### src/rtl/pop_read_sched.sv
// pop_read_sched: schedules population sweeps and round-robin requester reads onto one register-file read port
module pop_read_sched #(
    parameter int POPSIZE    = 100,
    parameter int DATA_WIDTH = 8,
    parameter int NUM_REQ    = 2,
    localparam int AW        = $clog2(POPSIZE)
) (
    input  logic                  clk,
    input  logic                  rst,
    input  logic                  new_data,
    input  logic [NUM_REQ-1:0]    req,
    input  logic [NUM_REQ*AW-1:0] req_addr,
    output logic [NUM_REQ-1:0]    gnt,
    output logic [NUM_REQ-1:0]    rsp_vld,
    output logic [DATA_WIDTH-1:0] rsp_data,
    output logic                  sweep_vld,
    output logic [AW-1:0]         sweep_idx,
    output logic                  sweep_done,
    output logic [AW-1:0]         rf_read_addr,
    output logic                  rf_rd_rqst,
    input  logic                  rf_data_vld,
    input  logic [DATA_WIDTH-1:0] rf_data,
    output logic                  addr_err,
    output logic                  proto_err
);
    localparam int IW = (NUM_REQ > 1) ? $clog2(NUM_REQ) : 1;
    localparam logic [1:0] IDLE = 2'd0, SWEEP = 2'd1, DRAIN = 2'd2;
    localparam logic [AW-1:0] LAST_IDX = AW'(POPSIZE - 1);
    localparam logic [AW:0] POP_LIM = (AW + 1)'(POPSIZE);
    localparam logic [IW-1:0] LAST_REQ = IW'(NUM_REQ - 1);
    localparam logic [IW:0] NREQ = (IW + 1)'(NUM_REQ);

    logic [1:0] state, state_nxt;
    logic [AW-1:0] cnt, sel_addr, tag_idx;
    logic [IW-1:0] last, start, off, win, tag_owner, err_owner;
    logic [IW:0] sum;
    logic [2*NUM_REQ-1:0] rot;
    logic pend, hit, grant, bad, sweep_issue, req_issue, req_rsp;
    logic tag_vld, tag_sweep, err_vld;

    // round-robin pick: rotate requests so the search starts one past the last winner
    always_comb begin
        start = (last == LAST_REQ) ? '0 : last + 1'b1;
        rot = {req, req} >> start;
        hit = 1'b0;
        off = '0;
        for (int k = NUM_REQ - 1; k >= 0; k--) if (rot[k]) begin hit = 1'b1; off = IW'(k); end
        sum = {1'b0, start} + {1'b0, off};
        win = (sum >= NREQ) ? IW'(sum - NREQ) : IW'(sum);
        sel_addr = '0;
        for (int i = 0; i < NUM_REQ; i++) if (win == IW'(i)) sel_addr = req_addr[i*AW +: AW];
    end

    // sweep sequencing: a new frame seen during DRAIN chains straight into the next sweep
    always_comb begin
        state_nxt = (state == IDLE)  ? (new_data ? SWEEP : IDLE) :
                    (state == SWEEP) ? ((cnt == LAST_IDX) ? DRAIN : SWEEP) :
                    ((pend || new_data) ? SWEEP : IDLE);
    end

    assign grant        = !rst && state == IDLE && hit;
    assign bad          = {1'b0, sel_addr} >= POP_LIM;
    assign sweep_issue  = !rst && state == SWEEP;
    assign req_issue    = grant && !bad;
    assign gnt          = grant ? NUM_REQ'(1) << win : '0;
    assign rf_rd_rqst   = sweep_issue || req_issue;
    assign rf_read_addr = sweep_issue ? cnt : (req_issue ? sel_addr : '0);
    assign req_rsp      = !rst && tag_vld && !tag_sweep && rf_data_vld;
    assign sweep_vld    = !rst && tag_vld && tag_sweep && rf_data_vld;
    assign sweep_idx    = sweep_vld ? tag_idx : '0;
    assign sweep_done   = sweep_vld && tag_idx == LAST_IDX;
    assign rsp_vld      = req_rsp ? NUM_REQ'(1) << tag_owner :
                          ((!rst && err_vld) ? NUM_REQ'(1) << err_owner : '0);
    assign rsp_data     = (req_rsp || sweep_vld) ? rf_data : '0;

    // state, sweep counter, in-flight tag and sticky error flags
    always_ff @(posedge clk or posedge rst) begin
        if (rst) begin
            state     <= IDLE;
            cnt       <= '0;
            pend      <= 1'b0;
            last      <= LAST_REQ;
            tag_vld   <= 1'b0;
            tag_sweep <= 1'b0;
            tag_owner <= '0;
            tag_idx   <= '0;
            err_vld   <= 1'b0;
            err_owner <= '0;
            addr_err  <= 1'b0;
            proto_err <= 1'b0;
        end else begin
            state     <= state_nxt;
            cnt       <= (state == SWEEP && cnt != LAST_IDX) ? cnt + 1'b1 : '0;
            pend      <= (state == SWEEP) && (pend || new_data);
            last      <= grant ? win : last;
            tag_vld   <= rf_rd_rqst;
            tag_sweep <= sweep_issue;
            tag_owner <= win;
            tag_idx   <= cnt;
            err_vld   <= grant && bad;
            err_owner <= win;
            addr_err  <= addr_err || (grant && bad);
            proto_err <= proto_err || (rf_data_vld != tag_vld);
        end
    end
endmodule
### config.mk
export PLATFORM = sky130hd
export DESIGN_NAME = pop_read_sched
export DESIGN_NICKNAME = d
export VERILOG_FILES = /design/src/rtl/pop_read_sched.sv
export SDC_FILE = /design/constraint.sdc
export NUM_CORES = 1
export LEC_CHECK = 0
export BUFFER_PORTS_ARGS = -buffer_cell sky130_fd_sc_hd__buf_2
export CORE_MARGIN = 4
export CORE_UTILIZATION = 35
export CTS_BUF_LIST = sky130_fd_sc_hd__clkbuf_4
export CTS_CLUSTER_SIZE = 10
export DETAILED_ROUTE_END_ITERATION = 10
export SETUP_SLACK_MARGIN = 0.5
export SKIP_LAST_GASP = 1
export SLEW_MARGIN = 20
export SYNTH_ARGS = -nofsm -noshare
export SYNTH_HDL_FRONTEND = slang
export SYNTH_SLANG_ARGS = --single-unit
### constraint.sdc
create_clock -name clk -period 3.98 [get_ports clk]
set_input_delay 0.597 -clock clk [delete_from_list [all_inputs] [get_ports clk]]
set_output_delay 0.597 -clock clk [all_outputs]
set_load 0.01 [all_outputs]
**Word level (Yosys, flattened, before mapping)**

Index checks and enable logic that the tools add are counted.

- Mux-type cells: 19
- Add/subtract/negate cells: 4
- Magnitude comparators: 2
- Reduce and logical (&&, ||, !) cells: 23
- Equality and inequality tests: 5
- Shift operators: 3

Operators with widths:

| cell | number |
|---|---|
| 7-bit two-way mux | 5 |
| 7-bit equality test (second input constant) | 2 |
| 1-bit logical AND | 14 |
| 2-bit two-way mux | 6 |
| 8-bit two-way mux | 1 |
| 7-bit by 1-bit adder with 7-bit output (second input constant) | 1 |
| 7-bit greater-or-equal comparator (second input constant) | 1 |
| 1-bit two-way mux | 7 |
| 7-bit inequality test (second input constant) | 1 |
| 1-bit logical OR | 5 |
| 1-bit by 1-bit left shift with 2-bit output (first input constant) | 2 |
| 4-bit by 1-bit right shift with 2-bit output | 1 |
| 1-bit zero test | 3 |
| 1-bit by 1-bit adder with 2-bit output | 1 |
| 2-bit by 1-bit equality test with 1-bit output (second input constant) | 1 |
| 2-bit greater-or-equal comparator (second input constant) | 1 |
| 2-bit zero test | 1 |
| 1-bit adder (second input constant) | 1 |
| 1-bit inequality test | 1 |
| 1-bit subtractor (second input constant) | 1 |

- Register bits: 24
- Output and inout bits: 31

**Logic depth before layout (Yosys ltp)**

- Depth in word-level cells: 14
- Mapped depth: 6
- Gate-level depth less buffers: 5

**Worst setup path before layout**

Ideal clock, no wire load.

- Path kind: input-to-output
- Start point: input port rst
- End point: output port sweep_done
- Required time: 3.383 ns
- Stages on the path: 4
- Data arrival time: 1.800 ns
- Slack: 1.583 ns
- Cells stage by stage: clkbuf_1 -> nor3_1 -> and2_1 -> and4_1

- Longest elaborated chain between the ends: 5

Ends and longest elaborated chain:

| element | line | source |
|---|---|---|
| start: declaration | 9 | `input logic rst,` |
| 1-bit zero test (no source line) | - |  |
| 1-bit logical AND (3 in a row) | 69 | `assign sweep_vld = !rst && tag_vld && tag_sweep && rf_data_vld;` |
| via sweep_vld | 16 | `output logic sweep_vld,` |
| 1-bit logical AND | 71 | `assign sweep_done = sweep_vld && tag_idx == LAST_IDX;` |
| end: declaration | 18 | `output logic sweep_done,` |

The timed path passes the listed nets, and every way through them passes these cells.

**Final worst setup path**

- Start point: register last
- End point: output port rf_rd_rqst

- Longest elaborated chain between the ends: 13
- Elaborated cells between the ends (all ways): 16
- Those cells by class: add/sub: 3; order compare: 2; shift: 1; mux: 6; reduce/logical: 4

Ends and longest elaborated chain:

| element | line | source |
|---|---|---|
| start: declaration | 35 | `logic [IW-1:0] last, start, off, win, tag_owner, err_owner;` |
| start signal: assignment | 95 | `last <= grant ? win : last;` |
| 1-bit adder | 43 | `start = (last == LAST_REQ) ? '0 : last + 1'b1;` |
| 1-bit two-way mux * | 43 |  |
| 4-bit by 1-bit right shift with 2-bit output | 44 | `rot = {req, req} >> start;` |
| 1-bit two-way mux (2 in a row) | 47 | `for (int k = NUM_REQ - 1; k >= 0; k--) if (rot[k]) begin hit = 1'b1; off = IW'(k); end` |
| 1-bit by 1-bit adder with 2-bit output | 48 | `sum = {1'b0, start} + {1'b0, off};` |
| 2-bit greater-or-equal comparator or 1-bit subtractor (tied branches) | 49 | `win = (sum >= NREQ) ? IW'(sum - NREQ) : IW'(sum);` |
| 1-bit two-way mux | 49 |  |
| 7-bit two-way mux | 51 | `for (int i = 0; i < NUM_REQ; i++) if (win == IW'(i)) sel_addr = req_addr[i*AW +: AW];` |
| 7-bit greater-or-equal comparator | 62 | `assign bad = {1'b0, sel_addr} >= POP_LIM;` |
| 1-bit zero test | 64 | `assign req_issue = grant && !bad;` |
| 1-bit logical AND * | 64 |  |
| 1-bit logical OR * | 66 | `assign rf_rd_rqst = sweep_issue \|\| req_issue;` |
| end: declaration | 20 | `output logic rf_rd_rqst,` |

Mark *: on every way between the ends. The rest lies on a longest branch, timed or not.

==> results_tabular.tex <==
\begin{tabular}{lr}
\hline
Metric & Value \\
\hline
\multicolumn{2}{l}{\textbf{Run status}} \\
Result of the run & finished clean \\
\multicolumn{2}{l}{\textbf{Layout}} \\
Register area & 601.8 um\^{}2 \\
Number of antenna repair diodes & 0 \\
Net count of the finished layout & 212 \\
Multi-input gate area & 631.9 um\^{}2 \\
Layout fillers & 332 \\
Proportion of layout cells with a drive suffix above 1 & 0.4176 \\
Area Growth Syn to Fin & 28.84\% \\
\multicolumn{2}{l}{\textbf{Critical path}} \\
Crit path required time & 3.38 ns \\
Capturing element type of the critical path & output pin \\
Data arrival time of the worst path & 2.31 ns \\
Maximum cell stage delay along the critical path & 0.54 ns \\
Library cell contributing the largest single delay on the critical path & sky130\_fd\_sc\_hd\_\_dfstp\_2 \\
Worst reg-to-reg setup slack & 2.01 ns \\
Reg-to-reg critical path endpoint & tag\_vld \\
Maximum net fanout on the critical path & 11 \\
Worst Path Class, Setup & flip-flop to output pin \\
Reg-to-Reg Start & last \\
Sequence of cells on the critical path & inv\_2, maj3\_2, mux2\_2, a31oi\_4, o22ai\_1, buf\_2 \\
Crit path launch type & flip-flop \\
R2R cell count & 5 \\
\multicolumn{2}{l}{\textbf{Die}} \\
Die footprint & 4660 um\^{}2 \\
Initial standard-cell utilization of the core & 0.3722 \\
Die W & 68.27 um \\
Num rows & 21 \\
Core area & 3416 um\^{}2 \\
Height of the die & 68.27 um \\
Ports & 59 \\
\multicolumn{2}{l}{\textbf{Timing}} \\
Setup TNS after final layout & 0 ns \\
F\_max & 0.3441 GHz \\
Max-Slew Margin vs Limit & 0.5460 \\
Final worst-path cycle share & 0.7301 \\
Post-Route Skew & 0.002229 ns \\
Smallest hold slack & 0.4119 ns \\
Final setup violation count & 0 \\
RSZ-0062 raised after global routing & no \\
Worst slew pin tran & 0.6748 ns \\
Max Slew Vio Count & 0 \\
Minimum period implied by the final worst setup slack & 2.906 ns \\
Final hold violation count & 0 \\
\multicolumn{2}{l}{\textbf{Synthesis}} \\
Main synth FF type & sky130\_fd\_sc\_hd\_\_dfrtp\_1 \\
Sequential share of the synthesized area & 0.4734 \\
Cell area after technology mapping & 1271 um\^{}2 \\
Commonest cells in the netlist & sky130\_fd\_sc\_hd\_\_dfrtp\_1 (23), sky130\_fd\_sc\_hd\_\_and2\_1 (17), sky130\_fd\_sc\_hd\_\_nor2\_1 (16), sky130\_fd\_sc\_hd\_\_nand2\_1 (12) \\
Number of unique standard cell types used by synthesis & 36 \\
Number of enable flip-flop cells after synthesis & 0 \\
Dominant cell by count in the synthesized netlist & sky130\_fd\_sc\_hd\_\_dfrtp\_1 \\
Synthesized netlist net count & 151 \\
Number of synthesized register bits & 24 \\
Warnings from Yosys & 0 \\
Post-synth top area share & 0.4528 \\
Post-synthesis cell type with the largest combined area & sky130\_fd\_sc\_hd\_\_dfrtp\_1 \\
Async set or reset register ratio after synthesis & 1.000 \\
Cells taking the most area after synthesis & sky130\_fd\_sc\_hd\_\_dfrtp\_1 (45\%), sky130\_fd\_sc\_hd\_\_and2\_1 (8.4\%), sky130\_fd\_sc\_hd\_\_mux2i\_4 (5.3\%) \\
Post-synthesis cell count & 122 \\
Mean instance size in the synthesized netlist & 10.42 um\^{}2 \\
\multicolumn{2}{l}{\textbf{CTS}} \\
Clock root buffer & sky130\_fd\_sc\_hd\_\_clkbuf\_4 \\
Maximum number of buffers from clock root to sink & 2 \\
Hold Buf Count CTS & 0 \\
Clock-pin slew reported for the worst setup and hold paths after clock tree synthesis & 0.12 ns \\
H-tree levels & 1 \\
CTS resizes & 0 \\
Inserted Clock Buffers & 3 \\
Count of clock tree sinks & 24 \\
Worst skew pair latency & 0.30 ns \\
Clock tree from TritonCTS & done \\
Post-CTS Setup Inserts & 0 \\
\multicolumn{2}{l}{\textbf{Run}} \\
Count of max-cap constraint violations & 0 \\
\multicolumn{2}{l}{\textbf{Detailed routing}} \\
Total length of routed wires & 2875 um \\
Routed vias & 1,091 \\
Number of nets with antenna violations after detailed routing & 0 \\
Initial DRC Count & 39 \\
First-pass detailed-route iteration total & 2 \\
Mean routed wirelength per cell & 12.61 um \\
Number of remaining DRC errors & 0 \\
Via/cell ratio & 4.785 \\
\multicolumn{2}{l}{\textbf{Global route}} \\
First-pass GRT wire length & 4609 um \\
Via count of the first global-routing pass & 1,068 \\
GRT Total Usage & 0.1290 \\
Pin count of the biggest net entering global routing & 25 \\
Antenna violations before repair & 0 \\
Sum of overflow across all layers after global routing & 0 \\
\multicolumn{2}{l}{\textbf{Power and ir drop}} \\
Overall Power & 665.9 uW \\
Power density over cell area & 406.6 nW/um\^{}2 \\
Worst VDD drop & 129.0 uV \\
Leakage & 0.8451 nW \\
\multicolumn{2}{l}{\textbf{Place}} \\
Final weighted congestion of routability-driven global placement & 0.7760 \\
Number of buffers inserted by port buffering & 58 \\
Final HPWL from detailed placement & 2425 um \\
\multicolumn{2}{l}{\textbf{Min path}} \\
Worst Hold Class & input pin to async pin \\
\hline
\end{tabular}
## sequential cells by signal, summed over array words and instances (netlist names)
register / flops
addr_err: 1
cnt: 7
err_owner: 1
err_vld: 1
last: 1
pend: 1
proto_err: 1
state: 2
tag_idx: 7
tag_sweep: 1
tag_vld: 1
## report_power, final
| part | internal, mW | switching, mW |
|---|---|---|
| Clock | 0.0458 | 0.0636 |
| Combinational | 0.0989 | 0.107 |
| Sequential | 0.303 | 0.0479 |
## layout by cell type (no fill, tap or decap), types with 2 or more instances in the layout
cell	count
sky130_fd_sc_hd__a21o_1	2
sky130_fd_sc_hd__a21oi_1	2
sky130_fd_sc_hd__and2_1	17
sky130_fd_sc_hd__buf_2	58
sky130_fd_sc_hd__clkbuf_4	4
sky130_fd_sc_hd__dfrtp_1	23
sky130_fd_sc_hd__inv_1	4
sky130_fd_sc_hd__mux2i_1	4
sky130_fd_sc_hd__mux2i_4	3
sky130_fd_sc_hd__nand2_1	12
sky130_fd_sc_hd__nand2b_1	2
sky130_fd_sc_hd__nand3_1	2
sky130_fd_sc_hd__nor2_1	16
sky130_fd_sc_hd__nor2b_1	2
sky130_fd_sc_hd__o21ai_1	3
sky130_fd_sc_hd__o31ai_2	4
sky130_fd_sc_hd__xnor2_1	3
sky130_fd_sc_hd__xor2_1	2
## worst max path at each step
stage                       from         end  slack, ns
final                       last  rf_rd_rqst       1.07
after global routing        last  rf_rd_rqst       0.98
after CTS                   last  rf_rd_rqst       1.05
after detailed placement  req[0]  rf_rd_rqst       1.16
after global placement    req[0]  rf_rd_rqst       1.24
after floorplan              rst  sweep_done       1.58
## area by class of cell
| class | count | area share |
|---|---|---|
| well taps | 46 | 0.03514 |
| clock buffers | 4 | 0.01833 |
| repair buffers | 59 | 0.1818 |
| inverters | 5 | 0.01146 |
| multi-input cells | 90 | 0.3858 |
| flip-flops and latches | 24 | 0.3675 |
## metal layers
| layer | track usage | wire length [um] | vias up |
|---|---|---|---|
| met5 | 0 | 0 | - |
| met4 | 0.04963 | 42 | 0 |
| met3 | 0.01478 | 229 | 4 |
| met2 | 0.2250 | 1397 | 45 |
| met1 | 0.1619 | 1206 | 510 |
| li1 | - | - | 532 |
## metrics by stage
stage	instances	util	area (um^2)	setup slack [ns]
2_1_floorplan	122	-	1271	1.583
3_3_place_gp	224	0.4707	1608	1.238
3_5_place_dp	224	0.4707	1608	1.163
4_1_cts	228	0.4795	1638	1.051
5_1_grt	228	0.4795	1638	0.9759
6_report	228	0.4795	1638	1.074
## cell families (layout without fill, tap and decap cells)
group	count (synthesis)	count (layout)	synth area share
AND/OR/NAND/NOR	60	60	0.2461
multiplexers	8	8	0.09350
buffers and inverters	8	68	0.02952
AO/OA/AOI/OAI	15	15	0.1043
XOR/XNOR	5	5	0.03446
adder cells (fa/ha/maj)	2	2	0.01870
flip-flops	24	24	0.4734
## worst max-delay path: cells and delay by family, from the launching register on
kind,cells,cell delay [ns]
AOI/OAI and AO/OA,2,0.43
adders and majority gates,1,0.47
buffers and inverters,2,0.21
muxes,1,0.37
DFF,1,0.54
Note: power is estimated with default switching activity, not from simulation.
